==> src/rtl/measure_result_calc.sv <==
// Converts captured period/high-time sums into frequency (Hz) and duty (per-mille)
// using one shared 32-cycle restoring divider, reporting results with a valid strobe.
module measure_result_calc #(
   parameter int unsigned CLK_FREQ   = 50_000_000,
   parameter int unsigned AVG_CYCLES = 8,
   parameter int          PERIOD_W   = 26,
   parameter int          HIGH_W     = 20
) (
   input  logic                clk,
   input  logic                rst,
   input  logic                start,
   input  logic [PERIOD_W-1:0] period_sum,
   input  logic [HIGH_W-1:0]   high_sum,
   output logic                busy,
   output logic                valid,
   output logic [31:0]         freq_hz,
   output logic [9:0]          duty_pm,
   output logic                err
);

   localparam logic [63:0] DIVIDEND_PROD = 64'(CLK_FREQ) * 64'(AVG_CYCLES);
   localparam logic [31:0] FREQ_DIVIDEND = DIVIDEND_PROD[31:0];

   if (DIVIDEND_PROD >= 64'h1_0000_0000) begin : g_param_check
      $error("CLK_FREQ*AVG_CYCLES must be below 2^32");
   end

   typedef enum logic [1:0] {IDLE, DIV_FREQ, DIV_DUTY, DONE} state_t;

   state_t              state;
   state_t              state_next;
   logic [PERIOD_W-1:0] period_q;
   logic [HIGH_W-1:0]   high_q;
   logic                err_q;
   logic [31:0]         rem;
   logic [31:0]         dvd;
   logic [31:0]         quo;
   logic [31:0]         freq_q;
   logic [4:0]          cnt;

   logic [31:0]         divisor;
   logic [32:0]         rem_shift;
   logic                q_bit;
   logic [31:0]         rem_next;
   logic [31:0]         quo_next;
   logic [31:0]         duty_dividend;
   logic                last_step;

   // One restoring step: the 33-bit shifted remainder is compared to the divisor.
   always_comb begin
      divisor       = 32'(period_q);
      rem_shift     = {rem, dvd[31]};
      q_bit         = (rem_shift >= 33'(divisor));
      rem_next      = q_bit ? 32'(rem_shift - 33'(divisor)) : rem_shift[31:0];
      quo_next      = 32'({quo, q_bit});
      duty_dividend = (32'(high_q) << 10) - (32'(high_q) << 4) - (32'(high_q) << 3);
      last_step     = (cnt == 5'd31);
   end

   always_ff @(posedge clk or posedge rst) begin
      if (rst) state <= IDLE;
      else     state <= state_next;
   end

   always_comb begin
      state_next = state;
      case (state)
         IDLE:     if (start) state_next = (period_sum == '0) ? DONE : DIV_FREQ;
         DIV_FREQ: if (last_step) state_next = DIV_DUTY;
         DIV_DUTY: if (last_step) state_next = DONE;
         DONE:     state_next = IDLE;
         default:  state_next = IDLE;
      endcase
   end

   assign busy  = (state == DIV_FREQ) || (state == DIV_DUTY);
   assign valid = (state == DONE);

   // Result registers are loaded only on entry to DONE, so partial quotients never leak.
   always_ff @(posedge clk or posedge rst) begin
      if (rst) begin
         period_q <= '0;
         high_q   <= '0;
         err_q    <= 1'b0;
         rem      <= '0;
         dvd      <= '0;
         quo      <= '0;
         freq_q   <= '0;
         cnt      <= '0;
         freq_hz  <= '0;
         duty_pm  <= '0;
         err      <= 1'b0;
      end else begin
         case (state)
            IDLE: begin
               if (start) begin
                  period_q <= period_sum;
                  high_q   <= high_sum;
                  err_q    <= (period_sum == '0) || (32'(high_sum) > 32'(period_sum));
                  rem      <= '0;
                  quo      <= '0;
                  cnt      <= '0;
                  dvd      <= FREQ_DIVIDEND;
                  if (period_sum == '0) begin
                     freq_hz <= '0;
                     duty_pm <= '0;
                     err     <= 1'b1;
                  end
               end
            end
            DIV_FREQ: begin
               cnt <= cnt + 5'd1;
               if (last_step) begin
                  freq_q <= quo_next;
                  rem    <= '0;
                  quo    <= '0;
                  dvd    <= duty_dividend;
               end else begin
                  rem <= rem_next;
                  quo <= quo_next;
                  dvd <= dvd << 1;
               end
            end
            DIV_DUTY: begin
               cnt <= cnt + 5'd1;
               rem <= rem_next;
               quo <= quo_next;
               dvd <= dvd << 1;
               if (last_step) begin
                  freq_hz <= freq_q;
                  duty_pm <= (quo_next > 32'd1000) ? 10'd1000 : quo_next[9:0];
                  err     <= err_q;
               end
            end
            default: ;
         endcase
      end
   end

endmodule

==> config.mk <==
export PLATFORM = sky130hd
export DESIGN_NAME = measure_result_calc
export DESIGN_NICKNAME = d
export VERILOG_FILES = /design/src/rtl/measure_result_calc.sv
export SDC_FILE = /design/constraint.sdc
export NUM_CORES = 1
export LEC_CHECK = 0
export BUFFER_PORTS_ARGS = -buffer_cell sky130_fd_sc_hd__buf_2
export CAP_MARGIN = 25
export CORE_MARGIN = 2
export CORE_UTILIZATION = 35
export CTS_BUF_LIST = sky130_fd_sc_hd__clkbuf_4
export CTS_CLUSTER_SIZE = 16
export DETAILED_ROUTE_END_ITERATION = 16
export PLACE_DENSITY = 0.59
export SLEW_MARGIN = 40
export SYNTH_ARGS = -nofsm -noshare
export SYNTH_HDL_FRONTEND = slang
export SYNTH_SLANG_ARGS = --single-unit
==> constraint.sdc <==
create_clock -name clk -period 9.4 [get_ports clk]
set_input_delay 0.47 -clock clk [delete_from_list [all_inputs] [get_ports clk]]
set_output_delay 0.47 -clock clk [all_outputs]
set_load 0.01 [all_outputs]
### After elaboration in Yosys (flattened, before gate mapping)

Index checks and enable logic that the tools add are counted.

* add/subtract/negate cells: 4
* eq/ne operators: 8
* magnitude comparators: 3
* muxes and demuxes: 29
* reduce and logical (&&, ||, !) cells: 14

Operators by type and width (count)
* two-way mux 32 bit: 8
* one-hot mux 32 bit (3 select lines): 2
* one-hot mux 31 bit (3 select lines): 1
* one-hot mux 32 bit (2 select lines): 1
* two-way mux 10 bit: 4
* greater-or-equal comparator 33 x 26 -> 1 bit: 1
* > comparator 32 x 10 -> 1 bit, second input constant: 1
* subtractor 31 x 24 -> 32 bit: 1
* subtractor 32 x 26 -> 32 bit: 1
* two-way mux 31 bit: 1
* subtractor 30 x 24 -> 31 bit: 1
* > comparator 20 x 26 -> 1 bit: 1
* logical NOT 26 bit: 1
* one-hot mux 10 bit (2 select lines): 1
* one-hot mux 5 bit (2 select lines): 1
* two-way mux 2 bit: 4
* != test 2 bit, second input constant: 4
* one-hot mux 2 bit (4 select lines): 1
* AND reduction 2 bit: 4
* adder 5 x 1 -> 5 bit, second input constant: 1
* equality test 5 bit, second input constant: 1
* two-way mux 5 bit: 1
* equality test 2 bit, second input constant: 2
* AND reduction 4 bit: 1
* 9 further kinds: 13

* bits in registers: 224
* output and inout bits: 45

### Depth between registers and ports, before layout

* depth after elaboration: 5
* depth in mapped cells: 19
* gate-level depth less buffers: 17

### Worst setup path after synthesis

No wires, ideal clock.

* path kind: reg2reg
* start point: register high_q[0]
* end point: register dvd[26]
* arrival time: 3710 ps
* library setup time: 104 ps
* stages on the path, launching flop included: 14
* slack: 5587 ps
* clock period less this slack: 3813 ps
* required time: 9296 ps
* path buffers: 1
* cells stage by stage: dfrtp_1 -> buf_6 -> or4_4 -> o41ai_2 -> a21oi_1 -> xnor2_1 -> ha_1 -> a21oi_1 -> and4_1 -> or2_1 -> o311ai_0 -> nand3_1 -> and3_1 -> o41ai_2

* cells in the longest elaborated chain, start to end: 4

RTL lines
* start, declared: RTL line 33 `logic [HIGH_W-1:0] high_q;`
* start signal, assigned: RTL line 98 `high_q <= high_sum;`
* subtractor 30 x 24 -> 31 bit: RTL line 56 `duty_dividend = (32'(high_q) << 10) - (32'(high_q) << 4) - (32'(high_q) << 3);`
* subtractor 31 x 24 -> 32 bit (*): RTL line 56
* two-way mux 32 bit (*): RTL line 113 `if (last_step) begin`
* one-hot mux 32 bit (3 select lines) (*): RTL line 94 `case (state)`
* end signal, assigned: RTL line 117 `dvd <= duty_dividend;`
* end signal, assigned: RTL line 121 `dvd <= dvd << 1;`
* end signal, assigned: RTL line 128 `dvd <= dvd << 1;`
* end, declared: RTL line 36 `logic [31:0] dvd;`

Every way passes the cells marked *; elsewhere a longest branch is shown, timed or not.
A chain may end at the register's enable or synchronous reset.

### Final worst setup path

Same ends and word-level chain as after synthesis.

==> flow_summary.json <==
{
  "status": "finished clean",
  "drtPass1Iterations": 5,
  "synth_edf_count": 0,
  "ios": 94,
  "period_needed_ns": 4.43,
  "clk_pin_slew_ns": 0.07,
  "grt_pass1_wl_um": 58700,
  "cts_made_buffers": 61,
  "vias_per_cell": 5.25,
  "drc_errors": 0,
  "p_switching_w": 0.00322,
  "setup_viol": 0,
  "initial_core_util_pct": 35.4,
  "leakage_nw": 7.66,
  "worstPathArrival_ns": 5.11,
  "crit_path_top_delay_cell": "or4_4",
  "finalClockSkew_ns": 0.0398,
  "netlist_instances": 1441,
  "nNetsFinal": 1726,
  "place_ws_ns": 5.02,
  "grt_max_degree": 146,
  "worstMarginPinSlew_ns": 0.816,
  "peakVddDrop_uv": 264,
  "die_height_um": 199,
  "num_vias": 11300,
  "io_buffers": 93,
  "cp_top_family": "compound AO/OA/AOI/OAI gates",
  "final_cells": 2147,
  "cts_tree": "built",
  "powerDensity_nw_per_um2": 421,
  "timing.slew.headroom_pct": 45.5,
  "swShare_pct": 49.2,
  "cp-start-kind": "register",
  "holdWs_ns": 0.0665,
  "fin_tns_setup_ns": 0,
  "grt_pass1_vias": 11300,
  "finalCritPeriodShare_pct": 47.2,
  "insertion_delay_ns": 0.80,
  "ys.flop_type": "dfrtp_1",
  "die_w_um": 199,
  "row_count": 71,
  "cts.repair.resized": 0,
  "finalHoldViolCount": 0,
  "p_int_w": 0.00333,
  "cp_slowest_stage_delay_ns": 0.61,
  "critPathBufInv": 0,
  "wirelength_um": 35300,
  "ctsHoldBuffers": 45,
  "ys_warn_count": 0,
  "fin_util_pct": 41.4,
  "crit_chain": "or4_4 -> o41ai_2 -> a21oi_1 -> xnor2_1 -> ha_1 -> a21oi_1 -> and4_1 -> or2_1 -> o311ai_0 -> nand3_1 -> and3_1 -> o41ai_2",
  "clock_sinks": 221,
  "root_buffer": "clkbuf_4",
  "synth.avg_cell_area_sq_um": 9.23,
  "cp-end-kind": "register",
  "cp_max_fo": 10,
  "rsz0062_at_grt": "false",
  "pwr-share-seq_pct": 20.4,
  "clockBufferDepth": 3,
  "pwr-share-comb_pct": 66.3,
  "setup.worst_path.class": "register to register",
  "placed_cells": 1987,
  "antenna_left": 0,
  "ys_ff_latch": 221,
  "hp-class": "primary input to register",
  "syn_to_final_growth_pct": 17.0,
  "dr.first_iter.drc_count": 637,
  "place_congestion": 0.906,
  "fmax_mhz": 226,
  "dp_hpwl_um": 24400,
  "fin_ws_ns": 4.97,
  "fp.coreArea_sq_um": 37600,
  "dieArea_sq_um": 39600,
  "grt_overflow_total": 0,
  "async_flop_share_pct": 100,
  "synth.cell_area_sq_um": 13300,
  "final_cell_mix": "nand2_1, dfrtp_1, buf_2, clkbuf_4, ha_1",
  "wl_per_cell_um": 16.4,
  "final_common_cell": "nand2_1",
  "drive_above_1_share_pct": 15.4,
  "antenna_found_initial": 2,
  "max-cap-violations": 0,
  "yosys.cell_types.count": 78,
  "grt_usage_pct": 18.5,
  "clkPwrFrac_pct": 13.3,
  "slew_viol_final": 0,
  "cp_data_required_time_ns": 10.08,
  "post_cts_buffers": 0,
  "synth_nets": 1578,
  "yosysSeqAreaShare_pct": 41.6,
  "h-tree-depth": 2
}
[cells in the mapped netlist, types with 3 or more instances]
cell type	number	area share, %
o2111ai_1	3	0.20
o211ai_1	4	0.23
a22oi_1	15	0.85
nand2b_1	10	0.47
dfrtp_1	221	42
inv_1	80	2.3
buf_1	6	0.17
nor3_1	25	0.94
a31oi_1	6	0.28
o21bai_1	7	0.40
or2_2	3	0.14
nor3b_1	4	0.23
mux2_2	26	2.2
clkbuf_1	57	1.6
nand4b_1	4	0.26
o211a_1	3	0.23
o21ai_1	26	0.98
xor2_1	21	1.4
nor4_1	15	0.71
nand4_1	18	0.85
o21a_1	14	0.79
a32oi_1	11	0.72
a21oi_1	78	2.9
or4_1	5	0.28
nand2_1	226	6.4
a211o_1	9	0.59
nor2_1	58	1.6
nor2b_1	12	0.56
a21boi_0	3	0.17
xnor2_1	43	2.8
mux2i_1	22	1.7
nand3_1	26	0.98
a22o_1	69	4.5
and2_1	9	0.42
ha_1	87	8.2
or3_1	11	0.52
a221oi_1	9	0.59
o21ai_0	83	3.1
a21o_1	30	1.7
and4_1	6	0.40
and3_1	15	0.71
o31ai_1	11	0.62
a211oi_1	9	0.51
[power groups by stage]
stage / Clock (W) / Sequential, W / Combinational (W)
after floorplan: 0 / 0.00128 / 0.00344
after global placement: 0 / 0.00134 / 0.00426
after detailed placement: 0 / 0.00135 / 0.00429
after CTS: 0.000912 / 0.00134 / 0.00433
after global routing: 0.000965 / 0.00137 / 0.00489
final: 0.000871 / 0.00134 / 0.00435
[worst reg2reg max path: cells and delay by family (launching register included)]
kind                     cells  cell delay, ns
AND/OR/NAND/NOR              5            1.64
XOR/XNOR                     1            0.15
AO/OA/AOI/OAI                5            1.66
adder cells (fa/ha/maj)      1            0.40
flip-flops                   1            0.51
[registers in the layout, indices dropped and copies added, names as in the netlist]
| name | cells |
|---|---|
| cnt | 5 |
| duty_pm | 10 |
| dvd | 29 |
| err | 1 |
| err_q | 1 |
| freq_hz | 32 |
| freq_q | 32 |
| high_q | 20 |
| period_q | 26 |
| quo | 31 |
| rem | 32 |
| state | 2 |
[logic make-up after synthesis]
group,share of synthesized area [%]
simple gates,16.1
compound gates,21.6
fa+ha+maj,8.33
buf+inv,4.25
flops,41.6
mux,3.86
xor+xnor,4.21
[metal layers]
layer,vias to the layer above,part of all wire [%],global-route usage [%]
li1,5549,-,-
met1,5410,48,25.2
met2,253,45,29.4
met3,55,5.0,4.00
met4,0,1.8,5.33
met5,-,0,0
[per-stage QoR]
step,power [W],area [sq um]
3_5_place_dp,0.00564,14300
4_1_cts,0.00658,15500
6_report,0.00656,15600
3_3_place_gp,0.00560,14200
5_1_grt,0.00723,15600
2_1_floorplan,0.00472,13300
[layout make-up]
type / instances / area (sq um)
Tap cell: 511 / 639
Fill cell: 3774 / 22000
Multi-Input combinational cell: 1073 / 7240
Clock buffer: 90 / 676
Inverter: 80 / 313
Sequential cell: 221 / 5530
Antenna cell: 3 / 7.51
Timing Repair Buffer: 152 / 1070
Clock inverter: 17 / 83.8
[final timing paths]
kind	cells after the start	end	startpoint	slack, ns
max	12	dvd[26]	high_q[0]	4.97
min	3	period_q[12]	period_sum[12]	0.07
max reg2reg	12	dvd[26]	high_q[0]	4.97
min reg2reg	2	duty_pm[7]	duty_pm[7]	0.46
max in group asynchronous	5	high_q[14]	rst	8.25
min in group asynchronous	3	period_q[21]	rst	0.27
(Power assumes the default switching activity.)
